$ cat src/rtl/pwm_fade_pkg.sv
// rtl/pwm_fade_pkg.sv - shared FSM state type and register map for the PWM fade sequencer
package pwm_fade_pkg;

  typedef enum logic [1:0] {
    ST_IDLE = 2'd0,
    ST_INIT = 2'd1,
    ST_SCAN = 2'd2,
    ST_REQ  = 2'd3
  } fade_state_e;

  localparam logic [9:0] CH_CFG_BASE   = 10'h000;
  localparam logic [9:0] CTRL_OFFSET   = 10'h100;
  localparam logic [9:0] STATUS_OFFSET = 10'h104;
  localparam logic [9:0] LEVEL_BASE    = 10'h200;

  localparam int PERIOD_W = 16;
  localparam int STEP_W   = 8;

endpackage

$ cat src/rtl/pwm_fade_regs.sv
// rtl/pwm_fade_regs.sv - config register file and registered read mux for the fade sequencer
module pwm_fade_regs
  import pwm_fade_pkg::*;
#(
  parameter int NumCh    = 12,
  parameter int CtrSize  = 8,
  parameter int BusWidth = 32
) (
  input  logic                        clk_i,
  input  logic                        rst_ni,
  input  logic                        req_i,
  input  logic                        we_i,
  input  logic [BusWidth-1:0]         addr_i,
  input  logic [BusWidth-1:0]         wdata_i,
  input  logic                        busy_i,
  input  logic                        overrun_set_i,
  input  logic [NumCh*CtrSize-1:0]    level_i,
  output logic [NumCh*CtrSize-1:0]    target_o,
  output logic [NumCh*STEP_W-1:0]     step_o,
  output logic [PERIOD_W-1:0]         period_o,
  output logic                        enable_o,
  output logic                        rvalid_o,
  output logic [BusWidth-1:0]         rdata_o
);

  localparam int ChW = (NumCh > 1) ? $clog2(NumCh) : 1;

  logic [9:0]          offs;
  logic [5:0]          word;
  logic [ChW-1:0]      ch_idx;
  logic                in_range, cfg_hit, level_hit, ctrl_hit, status_hit, wr_en;
  logic                overrun_q;
  logic [BusWidth-1:0] rd_mux;
  logic                unused_bits;

  assign offs       = addr_i[9:0];
  assign word       = offs[7:2];
  assign ch_idx     = word[ChW-1:0];
  assign in_range   = (offs[1:0] == 2'b00) && ({1'b0, word} < 7'(NumCh));
  assign cfg_hit    = in_range && (offs[9:8] == CH_CFG_BASE[9:8]);
  assign level_hit  = in_range && (offs[9:8] == LEVEL_BASE[9:8]);
  assign ctrl_hit   = (offs == CTRL_OFFSET);
  assign status_hit = (offs == STATUS_OFFSET);
  assign wr_en      = req_i && we_i;
  assign unused_bits = ^{addr_i, wdata_i};

  always_ff @(posedge clk_i or negedge rst_ni) begin
    if (!rst_ni) begin
      target_o  <= '0;
      step_o    <= '0;
      period_o  <= '0;
      enable_o  <= 1'b0;
      overrun_q <= 1'b0;
    end else begin
      // A new overrun in the same cycle as a W1C keeps the flag set.
      if (overrun_set_i) begin
        overrun_q <= 1'b1;
      end else if (wr_en && status_hit && wdata_i[1]) begin
        overrun_q <= 1'b0;
      end
      if (wr_en && cfg_hit) begin
        target_o[ch_idx*CtrSize +: CtrSize] <= wdata_i[CtrSize-1:0];
        step_o[ch_idx*STEP_W +: STEP_W]     <= wdata_i[CtrSize+STEP_W-1:CtrSize];
      end
      if (wr_en && ctrl_hit) begin
        enable_o <= wdata_i[31];
        period_o <= wdata_i[PERIOD_W-1:0];
      end
    end
  end

  always_comb begin
    rd_mux = '0;
    if (cfg_hit) begin
      rd_mux[CtrSize+STEP_W-1:0] = {step_o[ch_idx*STEP_W +: STEP_W],
                                    target_o[ch_idx*CtrSize +: CtrSize]};
    end else if (level_hit) begin
      rd_mux[CtrSize-1:0] = level_i[ch_idx*CtrSize +: CtrSize];
    end else if (ctrl_hit) begin
      rd_mux[31]           = enable_o;
      rd_mux[PERIOD_W-1:0] = period_o;
    end else if (status_hit) begin
      rd_mux[1:0] = {overrun_q, busy_i};
    end
  end

  always_ff @(posedge clk_i or negedge rst_ni) begin
    if (!rst_ni) begin
      rvalid_o <= 1'b0;
      rdata_o  <= '0;
    end else begin
      rvalid_o <= req_i;
      rdata_o  <= (req_i && !we_i) ? rd_mux : '0;
    end
  end

endmodule

$ cat src/rtl/pwm_fade_ctrl.sv
// rtl/pwm_fade_ctrl.sv - ticks a prescaler and walks each PWM channel's level toward its target
module pwm_fade_ctrl
  import pwm_fade_pkg::*;
#(
  parameter int NumCh    = 12,
  parameter int CtrSize  = 8,
  parameter int BusWidth = 32
) (
  input  logic                clk_i,
  input  logic                rst_ni,
  input  logic                device_req_i,
  input  logic                device_we_i,
  input  logic [BusWidth-1:0] device_addr_i,
  input  logic [BusWidth-1:0] device_wdata_i,
  input  logic [3:0]          device_be_i,
  output logic                device_rvalid_o,
  output logic [BusWidth-1:0] device_rdata_o,
  output logic                host_req_o,
  output logic                host_we_o,
  output logic [BusWidth-1:0] host_addr_o,
  output logic [BusWidth-1:0] host_wdata_o,
  output logic [3:0]          host_be_o,
  input  logic                host_gnt_i,
  input  logic                host_rvalid_i
);

  localparam int ChW = (NumCh > 1) ? $clog2(NumCh) : 1;
  // Wide enough that level+step never wraps, even for steps wider than CtrSize.
  localparam int AW  = ((CtrSize > STEP_W) ? CtrSize : STEP_W) + 1;

  logic [NumCh*CtrSize-1:0] target_flat, level_flat;
  logic [NumCh*STEP_W-1:0]  step_flat;
  logic [PERIOD_W-1:0]      period, presc_q;
  logic                     enable, enable_prev, enable_rise;
  logic                     tick, pending_q, init_pend_q, overrun_set, busy;
  fade_state_e              state_q, state_d;
  logic [ChW-1:0]           ch_q, ch_d;
  logic [CtrSize-1:0]       level_q [NumCh];
  logic [CtrSize-1:0]       cur_level, cur_target, next_val, next_q;
  logic [STEP_W-1:0]        cur_step;
  logic [AW-1:0]            lvl_w, tgt_w, stp_w;
  logic                     last_ch, start_scan, start_init, load_next, level_we;
  logic                     unused_inputs;

  assign unused_inputs = ^{host_rvalid_i, device_be_i};
  assign busy          = (state_q != ST_IDLE);
  assign enable_rise   = enable && !enable_prev;
  assign tick          = enable && (presc_q >= period);
  assign overrun_set   = tick && pending_q;

  pwm_fade_regs #(.NumCh(NumCh), .CtrSize(CtrSize), .BusWidth(BusWidth)) u_regs (
    .clk_i         (clk_i),
    .rst_ni        (rst_ni),
    .req_i         (device_req_i),
    .we_i          (device_we_i),
    .addr_i        (device_addr_i),
    .wdata_i       (device_wdata_i),
    .busy_i        (busy),
    .overrun_set_i (overrun_set),
    .level_i       (level_flat),
    .target_o      (target_flat),
    .step_o        (step_flat),
    .period_o      (period),
    .enable_o      (enable),
    .rvalid_o      (device_rvalid_o),
    .rdata_o       (device_rdata_o)
  );

  always_comb begin
    level_flat = '0;
    for (int i = 0; i < NumCh; i++) level_flat[i*CtrSize +: CtrSize] = level_q[i];
  end

  always_ff @(posedge clk_i or negedge rst_ni) begin
    if (!rst_ni) begin
      presc_q     <= '0;
      pending_q   <= 1'b0;
      init_pend_q <= 1'b0;
      enable_prev <= 1'b0;
    end else begin
      enable_prev <= enable;
      presc_q     <= (!enable || tick) ? '0 : presc_q + 1'b1;
      if (!enable)                    pending_q <= 1'b0;
      else if (tick && !pending_q)    pending_q <= 1'b1;
      else if (start_scan)            pending_q <= 1'b0;
      // Remembers a re-enable that arrives while a disabled transfer is still draining.
      if (!enable || start_init)      init_pend_q <= 1'b0;
      else if (enable_rise)           init_pend_q <= 1'b1;
    end
  end

  assign cur_level  = level_q[ch_q];
  assign cur_target = target_flat[ch_q*CtrSize +: CtrSize];
  assign cur_step   = step_flat[ch_q*STEP_W +: STEP_W];
  assign lvl_w      = AW'(cur_level);
  assign tgt_w      = AW'(cur_target);
  assign stp_w      = AW'(cur_step);
  assign last_ch    = (ch_q == ChW'(NumCh - 1));

  always_comb begin
    next_val = cur_level;
    if (lvl_w < tgt_w) begin
      next_val = (stp_w >= tgt_w - lvl_w) ? cur_target : CtrSize'(lvl_w + stp_w);
    end else if (lvl_w > tgt_w) begin
      next_val = (stp_w >= lvl_w - tgt_w) ? cur_target : CtrSize'(lvl_w - stp_w);
    end
  end

  always_comb begin
    state_d      = state_q;
    ch_d         = ch_q;
    start_scan   = 1'b0;
    start_init   = 1'b0;
    load_next    = 1'b0;
    level_we     = 1'b0;
    host_req_o   = 1'b0;
    host_we_o    = 1'b0;
    host_be_o    = 4'h0;
    host_addr_o  = '0;
    host_wdata_o = '0;
    case (state_q)
      ST_IDLE: begin
        if (enable && (enable_rise || init_pend_q)) begin
          start_init = 1'b1;
          ch_d       = '0;
          state_d    = ST_INIT;
        end else if (enable && pending_q) begin
          start_scan = 1'b1;
          ch_d       = '0;
          state_d    = ST_SCAN;
        end
      end
      ST_INIT: begin
        host_req_o   = 1'b1;
        host_we_o    = 1'b1;
        host_be_o    = 4'hF;
        host_addr_o  = BusWidth'({ch_q, 3'b100});
        host_wdata_o = BusWidth'({CtrSize{1'b1}});
        if (host_gnt_i) begin
          if (last_ch || !enable) state_d = ST_IDLE;
          else                    ch_d    = ch_q + 1'b1;
        end
      end
      ST_SCAN: begin
        if (!enable) begin
          state_d = ST_IDLE;
        end else if (next_val != cur_level) begin
          load_next = 1'b1;
          state_d   = ST_REQ;
        end else if (last_ch) begin
          state_d = ST_IDLE;
        end else begin
          ch_d = ch_q + 1'b1;
        end
      end
      ST_REQ: begin
        host_req_o   = 1'b1;
        host_we_o    = 1'b1;
        host_be_o    = 4'hF;
        host_addr_o  = BusWidth'({ch_q, 3'b000});
        host_wdata_o = BusWidth'(next_q);
        if (host_gnt_i) begin
          level_we = 1'b1;
          if (last_ch || !enable) begin
            state_d = ST_IDLE;
          end else begin
            ch_d    = ch_q + 1'b1;
            state_d = ST_SCAN;
          end
        end
      end
      default: state_d = ST_IDLE;
    endcase
  end

  always_ff @(posedge clk_i or negedge rst_ni) begin
    if (!rst_ni) begin
      state_q <= ST_IDLE;
      ch_q    <= '0;
      next_q  <= '0;
    end else begin
      state_q <= state_d;
      ch_q    <= ch_d;
      if (load_next) next_q <= next_val;
    end
  end

  always_ff @(posedge clk_i or negedge rst_ni) begin
    if (!rst_ni) begin
      for (int i = 0; i < NumCh; i++) level_q[i] <= '0;
    end else if (level_we) begin
      level_q[ch_q] <= next_q;
    end
  end

endmodule

$ cat config.mk
export PLATFORM = sky130hd
export DESIGN_NAME = pwm_fade_ctrl
export DESIGN_NICKNAME = d
export VERILOG_FILES = /design/src/rtl/pwm_fade_pkg.sv /design/src/rtl/pwm_fade_regs.sv /design/src/rtl/pwm_fade_ctrl.sv
export SDC_FILE = /design/constraint.sdc
export NUM_CORES = 1
export LEC_CHECK = 0
export ABC_CLOCK_PERIOD_IN_PS = 5780
export CAP_MARGIN = 20
export CORE_MARGIN = 2
export CORE_UTILIZATION = 53
export DETAILED_ROUTE_END_ITERATION = 12
export DONT_BUFFER_PORTS = 1
export GPL_TIMING_DRIVEN = 0
export PLACE_DENSITY_LB_ADDON = 0.15
export SLEW_MARGIN = 10
export SYNTH_ARGS = -nofsm -noshare
export SYNTH_HDL_FRONTEND = slang
export SYNTH_SLANG_ARGS = --single-unit
$ cat constraint.sdc
create_clock -name clk_i -period 5.78 [get_ports clk_i]
set_input_delay 1.156 -clock clk_i [delete_from_list [all_inputs] [get_ports clk_i]]
set_output_delay 1.156 -clock clk_i [all_outputs]
set_load 0.1 [all_outputs]
Word level (Yosys, flattened, before mapping) --
Index checks and enable logic that the tools add are counted.
Operators by class: add/subtract/negate cells 7, multiply operators 0, div/mod/pow operators 0, magnitude comparators 8, equal/unequal tests 19, shift operators 8, muxes and demuxes 62, bitwise logic cells 1, reductions and logical operators 33
Operator list (count):
- 96-bit by 8-bit indexed part select with 8-bit output | 5
- 96-bit bitwise mux | 3
- 8-bit by 34-bit indexed part select with 96-bit output | 2
- 8-bit by 34-bit variable shift with 96-bit output (first input constant) | 1
- 8-bit two-way mux | 9
- 7-bit negation with 34-bit output | 1
- 8-bit binary-select mux with 4-bit select | 1
- 8-bit demux with 4-bit select | 1
- 16-bit two-way mux | 2
- 32-bit two-way mux | 1
- 4-bit two-way mux | 8
- 2-bit two-way mux | 11
- 1-bit two-way mux | 21
- 10-bit by 9-bit == test with 1-bit output (second input constant) | 2
- 8-bit by 9-bit >= comparator with 1-bit output | 2
- 8-bit by 8-bit subtractor with 9-bit output | 2
- 16-bit by 1-bit adder with 16-bit output (second input constant) | 1
- 16-bit >= comparator | 1
- 1-bit logical AND | 16
- 8-bit one-hot mux with 2 select lines | 1
- 14-bit two-way mux | 1
- 7-bit one-hot mux with 2 select lines | 1
- 2-bit inequality test (second input constant) | 6
- 4-bit one-hot mux with 3 select lines | 1
- other kinds (24) | 38
Storage, ports and cells: register bits 372, latch bits 0, bits in writable memories 0, ROM bits 0, input bits 74, output and inout bits 103, memories 0

Logic depth before layout (Yosys ltp) --
Gate-level depths: netlist of the first run.
depth after elaboration 13, mapped depth 28

By module --
A second synthesis of the first run with hierarchy kept.
Second synthesis, totals: cell total of the unflattened synthesis 1975, area, all modules 22763.1 um^2
Modules (own cells, without submodules):
- pwm_fade_regs | instances 1, cells an instance 986, area an instance 12060.3 um^2
- pwm_fade_ctrl | instances 1, cells an instance 989, area an instance 10702.8 um^2

Least setup slack after synthesis of the first run --
No wires, ideal clock.
kind register to register, start point reg ch_q[0], end point reg next_q[0], arrival time 5447 ps, setup slack 207 ps, stages on the path, launching flop included 28, clock period less this slack 5573 ps, cells stage by stage dfrtp_1 -> buf_6 -> buf_6 -> buf_4 -> mux4_2 -> nand2_1 -> a21o_1 -> inv_1 -> ha_1 -> clkbuf_1 -> and3_1 -> nand2_1 -> a21oi_1 -> nor2_1 -> xor2_1 -> ha_1 -> and3_1 -> a221oi_1 -> o21a_1 -> nor2_1 -> mux2i_1 -> xnor2_1 -> a22oi_1 -> o211ai_4 -> nor2_1 -> a21o_1 -> buf_6 -> mux2_4
On the way: longest elaborated chain between the ends 13, elaborated cells on any way between the ends 22, those cells by class add/sub (4); order compare (4); eq/ne (1); shift (2); mux (10); bitwise (1)
Ends and longest elaborated chain:
- start, declared | line pwm_fade_ctrl.sv:37 | logic [ChW-1:0] ch_q, ch_d;
- start signal, assigned | line pwm_fade_ctrl.sv:183 | ch_q <= ch_d;
- parallel branches: the longest is 13 deep, another holds 8-bit by 8-bit subtractor with 9-bit output
- end signal, assigned | line pwm_fade_ctrl.sv:184 | if (load_next) next_q <= next_val;
- end, declared | line pwm_fade_ctrl.sv:39 | logic [CtrSize-1:0] cur_level, cur_target, next_val, next_q;
Several ways; the timed one is not identified. The select of a mux whose other input is x is not followed. A chain may end at the register's enable or synchronous reset.

Worst setup path in the final report of the first run --
start point reg ch_q[0], end point reg next_q[2]
The elaborated chain is that of the path after synthesis.

==> results of run 1 <==
flip-flops by register name, summed over array words and instances (netlist names):
signal and cells:
level_flat 96, u_regs.step_o 96, u_regs.target_o 96, u_regs.rdata_o 17, presc_q 16, u_regs.period_o 16, next_q 8, ch_q 4
state_q 2, enable_prev 1, init_pend_q 1, pending_q 1, u_regs.enable_o 1, u_regs.overrun_q 1, u_regs.rvalid_o 1
cell type report:
| type | count | share of cell area, % |
|---|---|---|
| clock buffer | 60 | 4.79 |
| buffer | 193 | 4.85 |
| timing repair buffer | 59 | 2.32 |
| inverter | 67 | 1.04 |
| sequential | 357 | 35.4 |
| tap | 532 | 2.64 |
| clock inverter | 16 | 0.829 |
| multi-input combinational | 1456 | 48.1 |
cells by family after synthesis:
logic type                 after synthesis  share of synthesized area (%)
and+or+nand+nor                        520                           10.5
AOI/OAI and AO/OA                      438                           12.6
DFF                                    357                           41.2
muxes                                  317                           23.4
buffers and inverters                  264                           6.12
adders and majority gates               75                           4.47
xor gates and xnor gates                40                           1.65
other                                    1                         0.0173
power breakdown:
part	switching, mW	leakage (nW)	internal (mW)
sequential	0.112	4.87	2.58
clock	1.12	0.700	1.63
combinational	2.51	5.86	1.40
per-layer routing:
layer | vias to the layer above | global-route usage, % | share of wire, %
met5 | - | 0 | 0
met4 | 0 | 17.7 | 5.4
met3 | 239 | 8.97 | 10
met2 | 1049 | 54.9 | 46
met1 | 8834 | 47.2 | 39
li1 | 7454 | - | -
how the worst max path moves through the flow:
stage               startpoint         to  slack [ns]  depth (start not counted)
finish                 ch_q[0]  next_q[2]       -0.21                         25
floorplan              ch_q[0]  next_q[0]        0.21                         27
CTS                    ch_q[0]    ch_q[2]       -0.02                         25
global route           ch_q[0]    ch_q[3]       -0.37                         29
global placement       ch_q[1]  next_q[2]       -1.54                         24
detailed placement     ch_q[1]  next_q[1]       -1.64                         24
metrics by stage:
stage	setup TNS (ns)	hold WS (ns)
5_1_grt	-4.56	0.257
3_5_place_dp	-25.18	0.487
3_3_place_gp	-38.93	0.473
4_1_cts	-0.0379	0.262
6_report	-2.32	0.277
2_1_floorplan	0	0.459
cell usage after synthesis, types with 11 or more instances:
cell type,instances,area [um^2]
a21o_1,25,188
nand3_1,28,140
ha_1,71,888
mux4_2,135,3040
clkbuf_1,88,330
xnor2_1,23,201
o21ai_0,218,1090
a21oi_1,56,280
o211ai_1,11,82.6
mux2i_1,46,460
mux2_2,128,1440
and3_1,21,131
buf_1,21,78.8
nor2_1,59,221
and2_1,18,113
o21a_1,12,90.1
dfrtp_1,357,8930
buf_4,72,541
inv_1,62,233
nand2_1,328,1230
a22oi_1,18,135
o2bb2ai_1,12,105
xor2_1,16,140
nor3_1,20,100
a31oi_1,13,81.3
repair_timing:
| item | in CTS | in global routing |
|---|---|---|
| endpoints found under the setup margin | 15 | 14 |
| buffers inserted | 42 | 6 |
| gates resized for setup | 142 | 16 |
| hold endpoints to repair | 0 | 0 |
| cloned | 2 | 0 |
| pin swaps | 41 | 17 |
==> results.json, run 1 <==
{
  "clk_latency_ns": 0.61,
  "drv_cap": 0,
  "cp.required_ns": 6.27,
  "root_buffer": "clkbuf_16",
  "grt_max_degree": 358,
  "diodes": 0,
  "critPathMaxStageDelay_ns": 0.56,
  "yosysUniqueCellTypes": 88,
  "num_io_pins": 177,
  "syn2layout_area_growth_pct": 16.3,
  "crit_buf_inv": 6,
  "cp-start-kind": "flip-flop",
  "clockBufferDepth": 3,
  "netlist_area_um2": 21700,
  "design_area_um2": 25200,
  "rsz0062_at_grt": "yes",
  "crit_top_cell": "a21o_1",
  "nFillCells": 3326,
  "antenna_left": 0,
  "ys_ff_latch": 357,
  "holdBufCountCts": 0,
  "final_cell_mix": "dfrtp_1 (354), nand2_1 (324), o21ai_0 (211), mux4_2 (135), mux2_2 (128)",
  "async_reset_ff_share_pct": 100,
  "vdd_ir_drop_max_v": 0.000278,
  "initial_core_util_pct": 53.4,
  "hold_path.class": "input pin to asynchronous set/reset pin",
  "crit_family": "compound AO/OA/AOI/OAI gates",
  "die_area_um2": 42500,
  "ys_warn_count": 0,
  "syn_avg_cell_area_um2": 10.8,
  "rr_worst_depth": 25,
  "period_share_pct": 104,
  "portBuffers": 0,
  "final-instance-count-excl-fill": 2740,
  "drt_iter0_drc": 2135,
  "fin_skew_ns": 0.0269,
  "multi_input_area_um2": 12100,
  "violations": "setup timing",
  "drt-vias-per-instance": 6.41,
  "placed_area_um2": 22700,
  "gr-total-overflow": 0,
  "grt_pass1_vias": 17200,
  "crit_slowest_cell": "mux4_2",
  "grt_pass1_wl_mm": 110,
  "final_util_pct": 62.2,
  "slew_headroom_pct": 11.3,
  "powerDensity_nw_per_um2": 371,
  "place_inst": 2616,
  "yosysSeqAreaShare_pct": 41.2,
  "status": "finished with violations",
  "finalWorstSetupSlack_ns": -0.206,
  "path_clk_slew_ns": 0.06,
  "r2r_end": "next_q[2]",
  "die_w_um": 206,
  "cts_tree": "yes",
  "crit_fanout": 8,
  "wire_per_inst_um": 27.0,
  "synth_edf_count": 0,
  "cts.sinks": 357,
  "drive_gt1_share_pct": 27.2,
  "drt_first_pass_iters": 6,
  "fmax_mhz": 167,
  "arrival_ns": 6.47,
  "antenna_found_initial": 0,
  "slew_violations": 0,
  "tightest_slew_ns": 1.33,
  "leakagePower_nw": 11.4,
  "core_um2": 40600,
  "ys_dominant_reg_cell": "dfrtp_1",
  "die_h_um": 206,
  "hold_viol_final": 0,
  "globalplace.congestion": 0.966,
  "end_kind": "flip-flop",
  "syn_inst": 2012,
  "grtUsageTotal_pct": 35.7,
  "layout.nets": 2324,
  "reg2reg_from": "ch_q[0]",
  "setup_violations": 14,
  "cts_buffers": 41,
  "mostFrequentLayoutCell": "dfrtp_1",
  "rows": 74,
  "ctsHtreeMaxLevel": 2,
  "finalPower_mw": 9.36,
  "rrSetupSlack_ns": -0.21,
  "pre_cts_slack_ns": -1.64,
  "layout_min_cycle_time_ns": 5.99,
  "ff_latch_area_um2": 8940,
  "drc": 0,
  "wl_mm": 74.1,
  "vias": 17600,
  "dp_hpwl_mm": 51.5,
  "critPathKind": "flip-flop to flip-flop"
}
Power figures use the tool's default switching activity.
==> run 2: changes to the inputs <==
--- a/config.mk
+++ b/config.mk
@@ -9,6 +9,7 @@
 export CAP_MARGIN = 20
 export CORE_MARGIN = 2
 export CORE_UTILIZATION = 53
+export CTS_BUF_LIST = sky130_fd_sc_hd__clkbuf_16
 export DETAILED_ROUTE_END_ITERATION = 12
 export DONT_BUFFER_PORTS = 1
 export GPL_TIMING_DRIVEN = 0
==> run 2 against run 1 <==
  * The run still ends with setup timing left
  * Cell count is 0.11% lower
  * Maximum frequency is 1.7% higher
  * First-iteration DRC count is 2.4% lower
  * Register-to-register slack better by 0.10 ns
  * Via count is 0.22% lower
  * Largest cell class unchanged
==> results.json, run 2 (same netlist as run 1, synthesis figures left out) <==
{
  "rsz0062_at_grt": "yes",
  "cts.sinks": 357,
  "num_io_pins": 177,
  "drt_iter0_drc": 2083,
  "tns_ns": -0.934,
  "clkPwrFrac_pct": 28.0,
  "gr-total-overflow": 0,
  "vias": 17500,
  "finalWorstSetupSlack_ns": -0.105,
  "root_buffer": "clkbuf_16",
  "drc": 0,
  "grt_max_degree": 358,
  "final_util_pct": 61.9,
  "end_kind": "flip-flop",
  "antenna_found_initial": 0,
  "cp-start-kind": "flip-flop",
  "p_comb_share_pct": 42.9,
  "drt-vias-per-instance": 6.41,
  "crit_slowest_cell": "mux4_2",
  "vdd_ir_drop_max_v": 0.000271,
  "crit_buf_inv": 6,
  "antenna_left": 0,
  "p_sw_mw": 3.76,
  "slew_violations": 0,
  "cp.required_ns": 6.26,
  "fin_skew_ns": 0.0236,
  "period_share_pct": 102,
  "die_w_um": 206,
  "ff_latch_area_um2": 8940,
  "leakagePower_nw": 11.4,
  "violations": "setup timing",
  "mostFrequentLayoutCell": "dfrtp_1",
  "clk_latency_ns": 0.60,
  "grtUsageTotal_pct": 35.6,
  "core_um2": 40600,
  "p_seq_share_pct": 29.2,
  "fmax_mhz": 170,
  "powerDensity_nw_per_um2": 368,
  "portBuffers": 0,
  "ctsHtreeMaxLevel": 2,
  "path_clk_slew_ns": 0.06,
  "drv_cap": 0,
  "critPathKind": "flip-flop to flip-flop",
  "grt_pass1_wl_mm": 109,
  "hold_viol_final": 0,
  "rows": 74,
  "syn2layout_area_growth_pct": 15.9,
  "cts_tree": "yes",
  "p_sw_share_pct": 40.7,
  "arrival_ns": 6.36,
  "globalplace.congestion": 0.966,
  "drt_first_pass_iters": 6,
  "crit_fanout": 8,
  "diodes": 0,
  "dp_hpwl_mm": 51.5,
  "wl_mm": 73.8,
  "pre_cts_slack_ns": -1.64,
  "clockBufferDepth": 3,
  "wire_per_inst_um": 27.0,
  "design_area_um2": 25100,
  "nFillCells": 3364,
  "multi_input_area_um2": 12100,
  "final_cell_mix": "dfrtp_1 (354), nand2_1 (325), o21ai_0 (211), mux4_2 (135), mux2_2 (128)",
  "tightest_slew_ns": 1.20,
  "layout_min_cycle_time_ns": 5.89,
  "initial_core_util_pct": 53.4,
  "setup_violations": 14,
  "cts_buffers": 41,
  "slew_headroom_pct": 20.1,
  "crit_family": "compound AO/OA/AOI/OAI gates",
  "hold_path.class": "input pin to asynchronous set/reset pin",
  "die_area_um2": 42500,
  "internal_power_mw": 5.48,
  "critPathMaxStageDelay_ns": 0.56,
  "drive_gt1_share_pct": 26.6,
  "grt_pass1_vias": 17200,
  "layout.nets": 2321,
  "placed_area_um2": 22700,
  "die_h_um": 206,
  "status": "finished with violations"
}
run 2: changes by cell type in the layout (fill, tap and decap cells not counted), sizes merged, moves of 3 or more:
cell    previous run  this run
clkinv            10        21
clkbuf           144       126
buf              164       161
inv               67        75
run 2: stage by stage:
stage / hold slack [ns] / power [mW] / std cells
6_report: 0.282 / 9.24 / 2737
5_1_grt: 0.260 / 9.54 / 2737
4_1_cts: 0.263 / 8.92 / 2725
3_5_place_dp: 0.487 / 5.94 / 2616
3_3_place_gp: 0.473 / 5.87 / 2609
2_1_floorplan: 0.459 / 5.15 / 2077
run 2: final timing paths:
| path | startpoint | endpoint | slack [ns] | cells after the start |
|---|---|---|---|---|
| min in group clk_i | u_regs.target_o[58] | u_regs.target_o[58] | 0.50 | 2 |
| max in group asynchronous | rst_ni | ch_q[3] | 4.85 | 0 |
| hold / removal | rst_ni | u_regs.target_o[16] | 0.28 | 0 |
| setup reg to reg | ch_q[0] | next_q[2] | -0.11 | 25 |
| hold reg to reg | u_regs.target_o[58] | u_regs.target_o[58] | 0.50 | 2 |
| setup / recovery | ch_q[0] | next_q[2] | -0.11 | 25 |
run 2: final cells by class:
type	instances	share of cell area, %
well taps	532	2.65
multi-input cells	1456	48.3
inverters	67	1.05
plain buffers	193	4.87
clock buffers	41	4.08
flip-flops and latches	357	35.6
clock inverters	35	1.12
repair buffers	56	2.32
run 2: per-layer routing:
layer  vias to the layer above  GRT usage (%)  share of wire [%]
met4                         0           17.2                5.1
li1                       7470              -                  -
met2                      1088           55.3                 46
met3                       243           8.14                 11
met5                         -              0                  0
met1                      8737           47.4                 38
run 2: timing repair:
action | in CTS | in global routing
hold buffers | 0 | 0
setup buffers | 35 | 9
gates resized for setup | 131 | 32
pin swaps | 34 | 28
gates cloned | 2 | 0
endpoints found under the setup margin | 15 | 14
run 2: power groups by stage:
stage	Clock [mW]	Sequential [mW]	Combinational (mW)
global route	2.70	2.70	4.14
finish	2.58	2.70	3.96
floorplan	0	2.69	2.46
CTS	2.59	2.69	3.64
global placement	0	2.72	3.15
detailed placement	0	2.73	3.21
==> run 3: changes to the inputs <==
--- a/config.mk
+++ b/config.mk
@@ -5,7 +5,8 @@
 export SDC_FILE = /design/constraint.sdc
 export NUM_CORES = 1
 export LEC_CHECK = 0
-export ABC_CLOCK_PERIOD_IN_PS = 5780
+export ABC_AREA = 0
+export ABC_CLOCK_PERIOD_IN_PS = 5400
 export CAP_MARGIN = 20
 export CORE_MARGIN = 2
 export CORE_UTILIZATION = 53
==> constraint.sdc (replaced) <==
create_clock -name clk_i -period 5.4 [get_ports clk_i]
set_input_delay 1.08 -clock clk_i [delete_from_list [all_inputs] [get_ports clk_i]]
set_output_delay 1.08 -clock clk_i [all_outputs]
set_load 0.1 [all_outputs]
==> run 3 against run 2 <==
  * The flow still finishes with violations (setup timing)
  * Via count up 0.16%
  * Final area up 0.51%
  * Die area unchanged
  * Global-route usage down 0.16 points
  * Wire length up 0.10%
  * Combinational power up 7.6%
  * Critical path type unchanged
  * Largest cell class unchanged
==> results.json, run 3 (same netlist as run 1, synthesis figures left out) <==
{
  "status": "finished with violations",
  "violations": "setup timing",
  "vdd_ir_drop_max_v": 0.000293,
  "die_area_um2": 42500,
  "wl_mm": 73.9,
  "final-instance-count-excl-fill": 2749,
  "grt_max_degree": 358,
  "antenna_found_initial": 1,
  "place_inst": 2615,
  "hold_path.class": "input pin to asynchronous set/reset pin",
  "drv_cap": 0,
  "end_kind": "flip-flop",
  "crit_family": "compound AO/OA/AOI/OAI gates",
  "die_h_um": 206,
  "final_cell_mix": "dfrtp_1 (356), nand2_1 (325), o21ai_0 (213), mux4_2 (135), mux2_2 (128)",
  "slew_violations": 0,
  "rows": 74,
  "vias": 17600,
  "period_share_pct": 110,
  "finalWorstSetupSlack_ns": -0.529,
  "rrSetupSlack_ns": -0.53,
  "crit_fanout": 6,
  "drive_gt1_share_pct": 27.2,
  "mostFrequentLayoutCell": "dfrtp_1",
  "cts.sinks": 357,
  "ctsHtreeMaxLevel": 2,
  "leakagePower_nw": 11.5,
  "cts_tree": "yes",
  "grtUsageTotal_pct": 35.4,
  "tightest_slew_ns": 1.20,
  "layout_min_cycle_time_ns": 5.93,
  "wire_per_inst_um": 26.9,
  "fmax_mhz": 169,
  "whs_ns": 0.209,
  "multi_input_area_um2": 12200,
  "placed_area_um2": 22700,
  "drt_iter0_drc": 1971,
  "root_buffer": "clkbuf_16",
  "cp.required_ns": 5.85,
  "critPathMaxStageDelay_ns": 0.53,
  "crit_buf_inv": 7,
  "syn2layout_area_growth_pct": 16.5,
  "portBuffers": 0,
  "setup_violations": 14,
  "r2r_end": "next_q[2]",
  "globalplace.congestion": 0.963,
  "design_area_um2": 25200,
  "crit_slowest_cell": "mux4_2",
  "drc": 0,
  "nFillCells": 3288,
  "drt_first_pass_iters": 5,
  "cts_buffers": 41,
  "clk_latency_ns": 0.57,
  "clockBufferDepth": 3,
  "dp_hpwl_mm": 51.6,
  "initial_core_util_pct": 53.4,
  "fin_skew_ns": 0.0191,
  "grt_pass1_vias": 17300,
  "cp-startpoint": "ch_q[0]",
  "slew_headroom_pct": 19.3,
  "rsz0062_at_grt": "yes",
  "cp-start-kind": "flip-flop",
  "rr_worst_depth": 27,
  "path_clk_slew_ns": 0.06,
  "ff_latch_area_um2": 8930,
  "num_io_pins": 177,
  "arrival_ns": 6.38,
  "layout.nets": 2335,
  "core_um2": 40600,
  "antenna_left": 0,
  "reg2reg_from": "ch_q[0]",
  "gr-total-overflow": 0,
  "powerDensity_nw_per_um2": 392,
  "critPathKind": "flip-flop to flip-flop",
  "die_w_um": 206,
  "hold_viol_final": 0,
  "diodes": 0,
  "grt_pass1_wl_mm": 109,
  "drt-vias-per-instance": 6.39
}
-- run 3: changes by cell type in the layout (fill, tap and decap cells not counted), moves of 3 or more --
| cell | delta |
|---|---|
| ha_1 | -3 |
| clkbuf_16 | +3 |
| buf_8 | +3 |
| buf_4 | +10 |
-- run 3: worst max-delay path by stage --
stage / end / slack (ns) / cells past startpoint
floorplan: next_q[0] / 0.009 / 26
global placement: next_q[2] / -1.87 / 24
detailed placement: next_q[2] / -1.80 / 24
CTS: next_q[2] / -0.38 / 26
global route: ch_q[3] / -0.70 / 25
finish: next_q[2] / -0.53 / 27
-- run 3: repair_timing --
item,CTS,global route
cloned,2,1
setup endpoints to repair,25,14
pin swaps,42,36
hold buffers,0,0
resized for setup,116,33
buffers inserted,42,15
-- run 3: final cells by class --
| cell class | count | area share, % |
|---|---|---|
| repair buffers | 70 | 2.78 |
| inverters | 67 | 1.05 |
| flip-flops and latches | 357 | 35.4 |
| multi-input cells | 1456 | 48.1 |
| plain buffers | 193 | 4.89 |
| clock buffers | 43 | 4.26 |
| well taps | 532 | 2.64 |
| clock inverters | 31 | 0.847 |
-- run 3: through the flow --
step           power (mW)  util, %  setup TNS (ns)  worst slack, ns
2_1_floorplan        5.57        -               0          0.00900
3_3_place_gp         6.33     55.8          -70.83            -1.87
3_5_place_dp         6.38     56.1          -38.57            -1.80
4_1_cts              9.55     61.4           -4.59           -0.382
5_1_grt              10.2     62.3           -8.45           -0.700
6_report             9.89     62.3           -6.29           -0.529
-- run 3: where the power goes --
| part | internal [mW] | total (mW) | switching, mW |
|---|---|---|---|
| logic | 1.57 | 4.26 | 2.70 |
| clock network | 1.58 | 2.74 | 1.17 |
| registers | 2.76 | 2.88 | 0.115 |
-- run 3: routing by layer --
metal  wire length (um)  GRT usage [%]
met1              28100           46.7
met2              34300           55.5
met3               7600           8.53
met4               3820           16.7
met5                 18              0
